[config.mk]
export PLATFORM = sky130hd
export DESIGN_NAME = pulse_timer
export DESIGN_NICKNAME = d
export VERILOG_FILES = /design/src/rtl/pulse_timer.sv
export SDC_FILE = /design/constraint.sdc
export NUM_CORES = 1
export LEC_CHECK = 0
export CORE_ASPECT_RATIO = 1.2
export CORE_MARGIN = 5
export CORE_UTILIZATION = 40
export CTS_BUF_LIST = sky130_fd_sc_hd__clkbuf_16
export DETAILED_ROUTE_END_ITERATION = 12
export SYNTH_ARGS = -nofsm -noshare
export SYNTH_HDL_FRONTEND = slang
export SYNTH_SLANG_ARGS = --single-unit
[constraint.sdc]
create_clock -name Clk -period 4.69 [get_ports Clk]
set_clock_uncertainty 0.15 [all_clocks]
set_input_delay 0.469 -clock Clk [delete_from_list [all_inputs] [get_ports Clk]]
set_output_delay 0.469 -clock Clk [all_outputs]
set_load 0.02 [all_outputs]
[src/rtl/pulse_timer.sv]
// pulse_timer: programmable periodic / one-shot pulse generator on a prescaled base tick.
// Optional feature macro: PULSE_TIMER_PRESCALE_EN (prescaler present); undefined means
// every RUN cycle is a base tick and PRE_DIV has no effect.
// Ports:
//   Clk, Reset        - clock, asynchronous active-high reset
//   Start, Stop       - start/restart and stop requests (Stop wins)
//   Mode              - 0 periodic, 1 one-shot (latched on accepted Start)
//   Period, Width     - base ticks per cycle / ClkOut high time (latched on accepted Start)
//   ClkOut            - registered pulse output
//   Busy              - high while running
//   Done              - one-cycle cycle-complete strobe
//   Err               - one-cycle strobe for a Start with Period == 0
//   Count             - base-tick index within the current cycle
module pulse_timer #(
  parameter int unsigned PRE_DIV  = 100000,
  parameter int unsigned PERIOD_W = 16
) (
  input  logic                Clk,
  input  logic                Reset,
  input  logic                Start,
  input  logic                Stop,
  input  logic                Mode,
  input  logic [PERIOD_W-1:0] Period,
  input  logic [PERIOD_W-1:0] Width,
  output logic                ClkOut,
  output logic                Busy,
  output logic                Done,
  output logic                Err,
  output logic [PERIOD_W-1:0] Count
);

  localparam logic [0:0] IDLE = 1'b0;
  localparam logic [0:0] RUN  = 1'b1;

  logic [0:0]          state_q, state_d;
  logic                mode_q, mode_d;
  logic [PERIOD_W-1:0] period_q, period_d;
  logic [PERIOD_W-1:0] width_q, width_d;
  logic [PERIOD_W-1:0] count_q, count_d;
  logic                clk_out_q, clk_out_d;
  logic                done_q, done_d;
  logic                err_q, err_d;
  logic                tick_c;
  logic                start_ok_c;
  logic [PERIOD_W:0]   thresh_c;

  // A Start is accepted only without Stop and with a non-zero period.
  assign start_ok_c = Start && !Stop && (Period != '0);

`ifdef PULSE_TIMER_PRESCALE_EN
  localparam int unsigned   PRE_W    = (PRE_DIV > 1) ? $clog2(PRE_DIV) : 1;
  localparam logic [PRE_W-1:0] PRE_LAST = PRE_W'(PRE_DIV - 1);

  logic [PRE_W-1:0] pre_q, pre_d;

  // Prescaler runs only in RUN; Stop and restart clear it, discarding a coincident tick.
  always_comb begin
    pre_d  = '0;
    tick_c = (state_q == RUN) && (pre_q == PRE_LAST);
    if ((state_q == RUN) && !Stop && !start_ok_c && !tick_c) begin
      pre_d = pre_q + PRE_W'(1);
    end
  end

  always_ff @(posedge Clk or posedge Reset) begin
    if (Reset) begin
      pre_q <= '0;
    end else begin
      pre_q <= pre_d;
    end
  end
`else
  // No prescaler: every RUN cycle is a base tick.
  assign tick_c = (state_q == RUN);

  // PRE_DIV is intentionally inert in this build.
  if (PRE_DIV == 0) begin : g_pre_div_unused
  end
`endif

  // Next-state and registered-output logic.
  always_comb begin
    state_d  = state_q;
    mode_d   = mode_q;
    period_d = period_q;
    width_d  = width_q;
    count_d  = count_q;
    done_d   = 1'b0;
    err_d    = Start && !Stop && (Period == '0);

    if (Stop) begin
      state_d = IDLE;
      count_d = '0;
    end else if (start_ok_c) begin
      state_d  = RUN;
      mode_d   = Mode;
      period_d = Period;
      width_d  = Width;
      count_d  = '0;
    end else if ((state_q == RUN) && tick_c) begin
      if (count_q == period_q - PERIOD_W'(1)) begin
        count_d = '0;
        done_d  = 1'b1;
        if (mode_q) begin
          state_d = IDLE;
        end
      end else begin
        count_d = count_q + PERIOD_W'(1);
      end
    end

    // Borrow out of the wide subtraction means Width > Period: output held high.
    thresh_c  = {1'b0, period_d} - {1'b0, width_d};
    clk_out_d = (state_d == RUN) && (thresh_c[PERIOD_W] || ({1'b0, count_d} >= thresh_c));
  end

  // State and output registers.
  always_ff @(posedge Clk or posedge Reset) begin
    if (Reset) begin
      state_q   <= IDLE;
      mode_q    <= 1'b0;
      period_q  <= '0;
      width_q   <= '0;
      count_q   <= '0;
      clk_out_q <= 1'b0;
      done_q    <= 1'b0;
      err_q     <= 1'b0;
    end else begin
      state_q   <= state_d;
      mode_q    <= mode_d;
      period_q  <= period_d;
      width_q   <= width_d;
      count_q   <= count_d;
      clk_out_q <= clk_out_d;
      done_q    <= done_d;
      err_q     <= err_d;
    end
  end

  assign ClkOut = clk_out_q;
  assign Busy   = (state_q == RUN);
  assign Done   = done_q;
  assign Err    = err_q;
  assign Count  = count_q;

endmodule

==> results of run 1 <==
sequential cells by signal, summed over array words and instances (netlist names):
name / flops
width_q: 16
Done: 1
mode_q: 1
Err: 1
Busy: 1
ClkOut: 1
Count: 16
period_q: 16
placed cells by master (no fill, tap or decap), types with 4 or more instances in the layout:
| master | instances |
|---|---|
| buf_4 | 75 |
| dfrtp_1 | 53 |
| clkdlybuf4s50_1 | 40 |
| xor2_1 | 32 |
| ha_1 | 31 |
| inv_1 | 25 |
| nor2_1 | 20 |
| nand2_1 | 18 |
| mux2i_1 | 15 |
| a21oi_1 | 14 |
| xnor2_1 | 14 |
| mux2_2 | 13 |
| o21ai_0 | 11 |
| nor2_2 | 10 |
| nand3_1 | 9 |
| nand2b_1 | 9 |
| a21o_1 | 9 |
| nand4_1 | 8 |
| nor3_1 | 6 |
| and3_1 | 6 |
| o21a_1 | 5 |
| clkbuf_16 | 5 |
| clkdlybuf4s15_1 | 5 |
| clkbuf_2 | 5 |
| nor4_2 | 4 |
| o31a_1 | 4 |
power by group through the flow:
| stage | clock network, W | registers (W) | logic, W |
|---|---|---|---|
| after floorplan | 0 | 0.000542 | 0.000439 |
| after global placement | 0 | 0.000546 | 0.000723 |
| after detailed placement | 0 | 0.000548 | 0.000737 |
| after CTS | 0.000378 | 0.000538 | 0.000767 |
| after global routing | 0.000394 | 0.000545 | 0.000891 |
| final | 0.000367 | 0.000539 | 0.000803 |
repair_timing:
item | CTS | global route
setup buffers | 4 | 5
pin swaps | 21 | 23
endpoints found under the setup margin | 1 | 1
gates resized for setup | 42 | 34
gates cloned | 1 | 0
through the flow:
| stage | setup WS, ps | TNS [ps] | hold WS [ps] | power (W) | instance area (um^2) |
|---|---|---|---|---|---|
| finish | 29.69 | 0 | 308.0 | 0.001709 | 5399 |
| global route | -198.2 | -198.2 | 302.6 | 0.001830 | 5399 |
| CTS | 0.1106 | 0 | 352.2 | 0.001684 | 5295 |
| detailed placement | -1116 | -1116 | 334.5 | 0.001285 | 5056 |
| global placement | -951.5 | -951.5 | 324.0 | 0.001268 | 5056 |
| floorplan | 8.214 | 0 | 302.0 | 0.0009806 | 3846 |
kinds of logic (layout without fill, tap and decap cells):
kind of cell	count (synthesis)	in the layout
simple gates	121	122
compound gates	69	69
flops	53	53
xor+xnor	46	46
fa+ha+maj	35	35
buf+inv	34	168
mux	32	32
worst max-delay path: cells and delay by family:
family,cells,cell delay [ps]
AOI/OAI and AO/OA,9,1460
xor gates and xnor gates,1,130
adders and majority gates,3,830
buffers and inverters,4,530
muxes,1,310
and+or+nand+nor,5,940
per-layer routing:
| layer | wire [um] | share of wire (%) |
|---|---|---|
| met5 | 0 | 0 |
| met4 | 222 | 2.1 |
| met3 | 356 | 3.4 |
| met2 | 5348 | 51 |
| met1 | 4589 | 44 |
area by class of cell:
class / instances / area (um^2)
timing repair buffer: 134 / 1141
inverter: 26 / 97.59
clock buffer: 5 / 125.1
tap: 123 / 153.9
multi-input combinational: 304 / 2542
fill: 875 / 4068
clock inverter: 3 / 12.51
sequential: 53 / 1326
final timing paths:
kind,end,slack (ps),cells past startpoint
worst max-delay path,ClkOut,30,23
worst min-delay path,period_q[12],310,2
worst max register to register,ClkOut,180,19
worst min register to register,width_q[15],340,2
max in group asynchronous,period_q[7],3370,3
min in group asynchronous,width_q[2],550,3
==> key figures, run 1 <==
Synth
  – Asr flop ratio synth: 100.0%
  – Compound-Gate Fraction of Synth Area: 12.53%
  – Largest area contributor in the netlist: dfrtp_1
  – #FFs+latches synth: 53
  – Share of the synthesized area in the top cell type: 34.60%
  – Cell Area, Synth: 0.003834 mm^2
  – Netlist cell types: 55
  – Seq/Total Area, Yosys: 34.60%
  – Synth cell count leaders: 53 x dfrtp_1, 34 x ha_1, 32 x xor2_1
  – Syn Area/Cell: 9.830 um^2
  – Mux cell area share after synthesis: 8.812%
  – Syn Nets: 462
  – Dominant cells by area after synthesis: dfrtp_1 35%, ha_1 11%, xor2_1 7.3%
  – Ys flop type: dfrtp_1
  – Post-Synth XOR/XNOR Area: 10.51%
  – Yosys warns: 0
  – Number of synthesized flops with an enable pin: 0
  – Synthesized netlist cell count: 390
  – Main combinational cell family by area after synthesis: simple AND/OR/NAND/NOR gates
  – Count leader, synth: dfrtp_1
  – Area share of fa/ha/maj cells after synthesis: 11.62%
  – Post-Synth Simple-Gate Area: 18.41%

Layout
  – Number of diodes: 0
  – Post-Layout Cell Count: 648
  – # nets final: 596
  – Area Growth Syn to Fin: 40.83%
  – Fin util: 57.03%
  – Fraction of layout cells with a size suffix above 1: 28.19%

Run status
  – Status: finished clean

Power
  – Worst IR Drop VDD: 0.1558 mV
  – Sequential Power Share: 31.6%
  – Int Power: 0.001111 W
  – LEAKAGE: 2.497 nW
  – Psw: 0.0005985 W
  – Clock power share: 21.4%
  – Gate power share: 47.0%
  – Net Sw Frac: 35.02%
  – Pwr dens: 316.6 mW/mm^2

STA
  – Worst Max-Slew Pin Slew: 719.0 ps
  – Crit share post-route: 99.37%
  – Max Slew Vio Count: 0
  – Fmax: 214.6 MHz
  – Final Hold Viols: 0
  – Setup-failing EPs final: 0
  – Rel. slew slack: 52.07%
  – RSZ-0062 raised after global routing: yes
  – Minimum clock period: 4660 ps

Setup path
  – Crit. End Element: flip-flop
  – Worst path slowest cell: fa_2
  – Max incr delay on CP: 390 ps
  – Critical Path Source: Period[11]
  – Reg-to-reg startpoint: period_q[0]
  – CP Max Fanout: 3
  – CP Cell Sequence: buf_8, nor4_4, buf_4, nand4_1, and3b_2, buf_6, mux2_4, ha_4, fa_2, nor2b_2, o31a_1, o21ai_1, nand2b_1, xnor2_1, ha_1, a21o_1, a211oi_4, buf_6, a2111oi_4, a21o_1, a211oi_2, o22ai_2, o311a_1
  – Crit Path Class: primary input to flip-flop
  – Startpoint class of the critical path: primary input
  – Worst EP required: 4730 ps
  – Worst EP arrival: 4700 ps

CTS
  – Root Driver: clkbuf_16
  – CTS tree: yes
  – Clk Latency, worst-skew pair: 300 ps
  – # clock sinks: 53
  – Clock slew at reported path FFs: 70 ps
  – Htree depth: 2
  – Clock Tree Buf Depth: 2
  – Hold_buf cts: 0
  – Total CTS buffers: 5

Die
  – Initial Utilization: 40.50%
  – Die X: 99.37 um
  – FP Rows: 39
  – DIE HEIGHT: 117.2 um
  – I/O Pins: 57
  – Die area: 0.01165 mm^2
  – Core region area: 0.009467 mm^2

Placement
  – Hpwl dp: 8.193 mm
  – Placed Cells: 632
  – Gpl congestion: 0.8671
  – I/O Buffers: 56

Route
  – DR iter-0 viols: 98
  – Wire per inst: 16.23 um
  – Vias/cell: 5.225
  – Wirelength, routed: 10.52 mm
  – ANT nets after route: 0
  – Vias: 3386
  – Drt pass-1 iters: 4
  – DRC: 0

Min path
  – Hold Crit Class: primary input to flip-flop
  – Hold path startpoint: Period[12]

Global routing
  – Initial antenna violation count: 0
  – Largest net degree at the start of global routing: 54
  – Grt met1 use: 22.66%
  – Grt met3 use: 2.786%
  – First-pass GRT wire length: 16.95 mm
  – GRT overflow: 0
  – GR peak layer: met2
  – GRT Overall Usage: 18.61%
  – M2 GR Usage: 33.47%
  – Via count of the first global-routing pass: 3502

Job
  – Max-cap violation count: 0
(Power assumes the default switching activity.)
==> run 2, diff against run 1 <==
- CORE_UTILIZATION: 40 -> 55
- PLACE_DENSITY: not set -> 0.81
- SKIP_CTS_REPAIR_TIMING: not set -> 1
==> run 2 against run 1 <==
Against the previous run: worst hold slack better by 5.6 ps; the flow now finishes with violations (setup timing); count of clock-buffer cells in the layout unchanged; critical endpoint unchanged; register-to-register slack worse by 150 ps; critical path depth down 2; setup slack worse by 200 ps; die area down 25%; via count up 7.0%; first-iteration DRC count up 140%.
==> key figures, run 2 (synthesis results as in run 1) <==
Placement
  – Gpl congestion: 0.8687 (was 0.8671)
  – Placed Cells: 586 (was 632)
  – DP Worst Slack: -852.6 ps (was -1116 ps)
  – Hpwl dp: 8.031 mm (was 8.193 mm)
  – I/O Buffers: 56 (unchanged)

Run status
  – Failing checks: setup timing
  – Status: complete, but fails checks (was finished clean)

Power
  – Clock power share: 20.5% (was 21.4%)
  – Pwr dens: 329.8 mW/mm^2 (was 316.6 mW/mm^2)
  – Gate power share: 48.2% (was 47.0%)
  – Net Sw Frac: 36.57% (was 35.02%)
  – Final Power: 0.001763 W (was 0.001709 W)
  – Sequential Power Share: 31.3% (was 31.6%)
  – Psw: 0.0006448 W (was 0.0005985 W)
  – Worst IR Drop VDD: 0.2968 mV (was 0.1558 mV)
  – Int Power: 0.001118 W (was 0.001111 W)
  – LEAKAGE: 2.532 nW (was 2.497 nW)

Route
  – DRC: 0 (unchanged)
  – DR iter-0 viols: 234 (was 98)
  – Wirelength, routed: 12.01 mm (was 10.52 mm)
  – Vias: 3622 (was 3386)
  – Vias/cell: 6.027 (was 5.225)
  – Wire per inst: 19.98 um (was 16.23 um)
  – ANT nets after route: 0 (unchanged)
  – Drt pass-1 iters: 4 (unchanged)

STA
  – Max Slew Vio Count: 0 (unchanged)
  – Setup TNS: -175.3 ps (was 0 ps)
  – Worst Max-Slew Pin Slew: 1150 ps (was 719.0 ps)
  – Final Hold Viols: 0 (unchanged)
  – Final hold slack: 313.6 ps (was 308.0 ps)
  – Crit share post-route: 103.7% (was 99.37%)
  – Rel. slew slack: 23.25% (was 52.07%)
  – Minimum clock period: 4865 ps (was 4660 ps)
  – Setup-failing EPs final: 1 (was 0)
  – Fmax: 205.5 MHz (was 214.6 MHz)
  – RSZ-0062 raised after global routing: yes (unchanged)
  – Final worst setup slack: -175.3 ps (was 29.69 ps)

Layout
  – Post-Layout Cell Count: 601 (was 648)
  – Commonest non-fill, non-tap cell in the layout: buf_4 (unchanged)
  – FF/Latch Area: 0.001326 mm^2 (unchanged)
  – # nets final: 586 (was 596)
  – Area of the multi-input gates: 0.002601 mm^2 (was 0.002542 mm^2)
  – Commonest non-fill, non-tap cells in the layout: 68 x buf_4, 53 x dfrtp_1, 40 x clkdlybuf4s50_1, 32 x xor2_1, 31 x ha_1 (was 75 x buf_4, 53 x dfrtp_1, 40 x clkdlybuf4s50_1, 32 x xor2_1, 31 x ha_1)
  – Number of diodes: 0 (unchanged)
  – Fillers: 423 (was 875)
  – Fraction of layout cells with a size suffix above 1: 28.40% (was 28.19%)
  – Area Growth Syn to Fin: 39.43% (was 40.83%)

Setup path
  – Worst EP required: 4720 ps (was 4730 ps)
  – Crit. End Element: flip-flop (unchanged)
  – Worst EP arrival: 4890 ps (was 4700 ps)
  – Startpoint class of the critical path: primary input (unchanged)
  – CP Max Fanout: 5 (was 3)
  – Crit Path Class: primary input to flip-flop (unchanged)

CTS
  – CTS tree: yes (unchanged)
  – # clock sinks: 53 (unchanged)
  – Clock Tree Buf Depth: 2 (unchanged)
  – Htree depth: 2 (unchanged)
  – Clk Latency, worst-skew pair: 290 ps (was 300 ps)
  – Total CTS buffers: 5 (unchanged)
  – Root Driver: clkbuf_16 (unchanged)
  – Clock slew at reported path FFs: 70 ps (about the same)

Global routing
  – Largest net degree at the start of global routing: 54 (unchanged)
  – GRT overflow: 0 (unchanged)
  – Initial antenna violation count: 0 (unchanged)
  – Via count of the first global-routing pass: 3482 (was 3502)
  – GRT Overall Usage: 24.08% (was 18.61%)
  – First-pass GRT wire length: 16.55 mm (was 16.95 mm)

Die
  – FP Rows: 33 (was 39)
  – Core region area: 0.006813 mm^2 (was 0.009467 mm^2)
  – I/O Pins: 57 (unchanged)
  – Die X: 86.22 um (was 99.37 um)
  – Initial Utilization: 56.27% (was 40.50%)
  – Die area: 0.008747 mm^2 (was 0.01165 mm^2)
  – DIE HEIGHT: 101.5 um (was 117.2 um)

Min path
  – Hold Crit Class: primary input to flip-flop (unchanged)

Job
  – Max-cap violation count: 0 (unchanged)
==> run 2: stage by stage <==
stage	cell area, um^2	util, %
final	5345	78.46
after global routing	5345	78.46
after CTS	5072	74.45
after detailed placement	4936	72.45
after global placement	4936	72.45
after floorplan	3846	-
==> run 2: cell type report <==
cell class | count | share of cell area [%]
clock buffers | 5 | 2.341
multi-input cells | 304 | 48.67
inverters | 26 | 1.826
well taps | 87 | 2.037
clock inverters | 2 | 0.2107
repair buffers | 124 | 20.11
flip-flops and latches | 53 | 24.81
==> run 2: final timing paths <==
check | to | cells after the start | from | slack, ps
worst max-delay path | ClkOut | 21 | Period[1] | -180
worst min-delay path | period_q[15] | 2 | Period[15] | 310
worst max register to register | ClkOut | 18 | period_q[1] | 30
worst min register to register | width_q[10] | 2 | width_q[10] | 350
max in group asynchronous | period_q[14] | 2 | Reset | 3030
min in group asynchronous | width_q[0] | 2 | Reset | 650
==> run 2: worst max-delay path, cell delays in order <==
cell            delay (ps)
dlymetal6s2s_1         150
nor4_4                 340
nand4_1                200
buf_4                  190
and3b_2                260
mux2i_2                230
ha_1                   280
nor2b_4                140
o31a_1                 320
o41ai_4                330
nand2b_4               210
nand2b_4                60
xnor2_2                150
ha_1                   370
a211oi_4               250
buf_4                  160
a2111oi_4               60
a21o_1                 180
a211oi_2               260
o22ai_2                150
o311a_1                130
==> run 2: routing by layer <==
layer	routed length [um]	up-vias	global-route usage (%)
li1	-	1644	-
met1	4495	1771	27.84
met2	6149	149	42.55
met3	621	58	3.743
met4	740	0	13.07
met5	0	-	0
==> run 2: power groups by stage <==
stage | Clock (W) | Combinational [W] | Sequential, W
after global placement | 0 | 0.000689 | 0.000553
final | 0.000362 | 0.000850 | 0.000552
after floorplan | 0 | 0.000439 | 0.000542
after CTS | 0.000363 | 0.000726 | 0.000545
after global routing | 0.000383 | 0.000917 | 0.000555
after detailed placement | 0 | 0.000716 | 0.000554
==> run 3, diff against run 2 <==
- TNS_END_PERCENT: not set -> 20
==> results of run 3 <==
The final DEF is identical to that of run 2; final timing and power are the same.
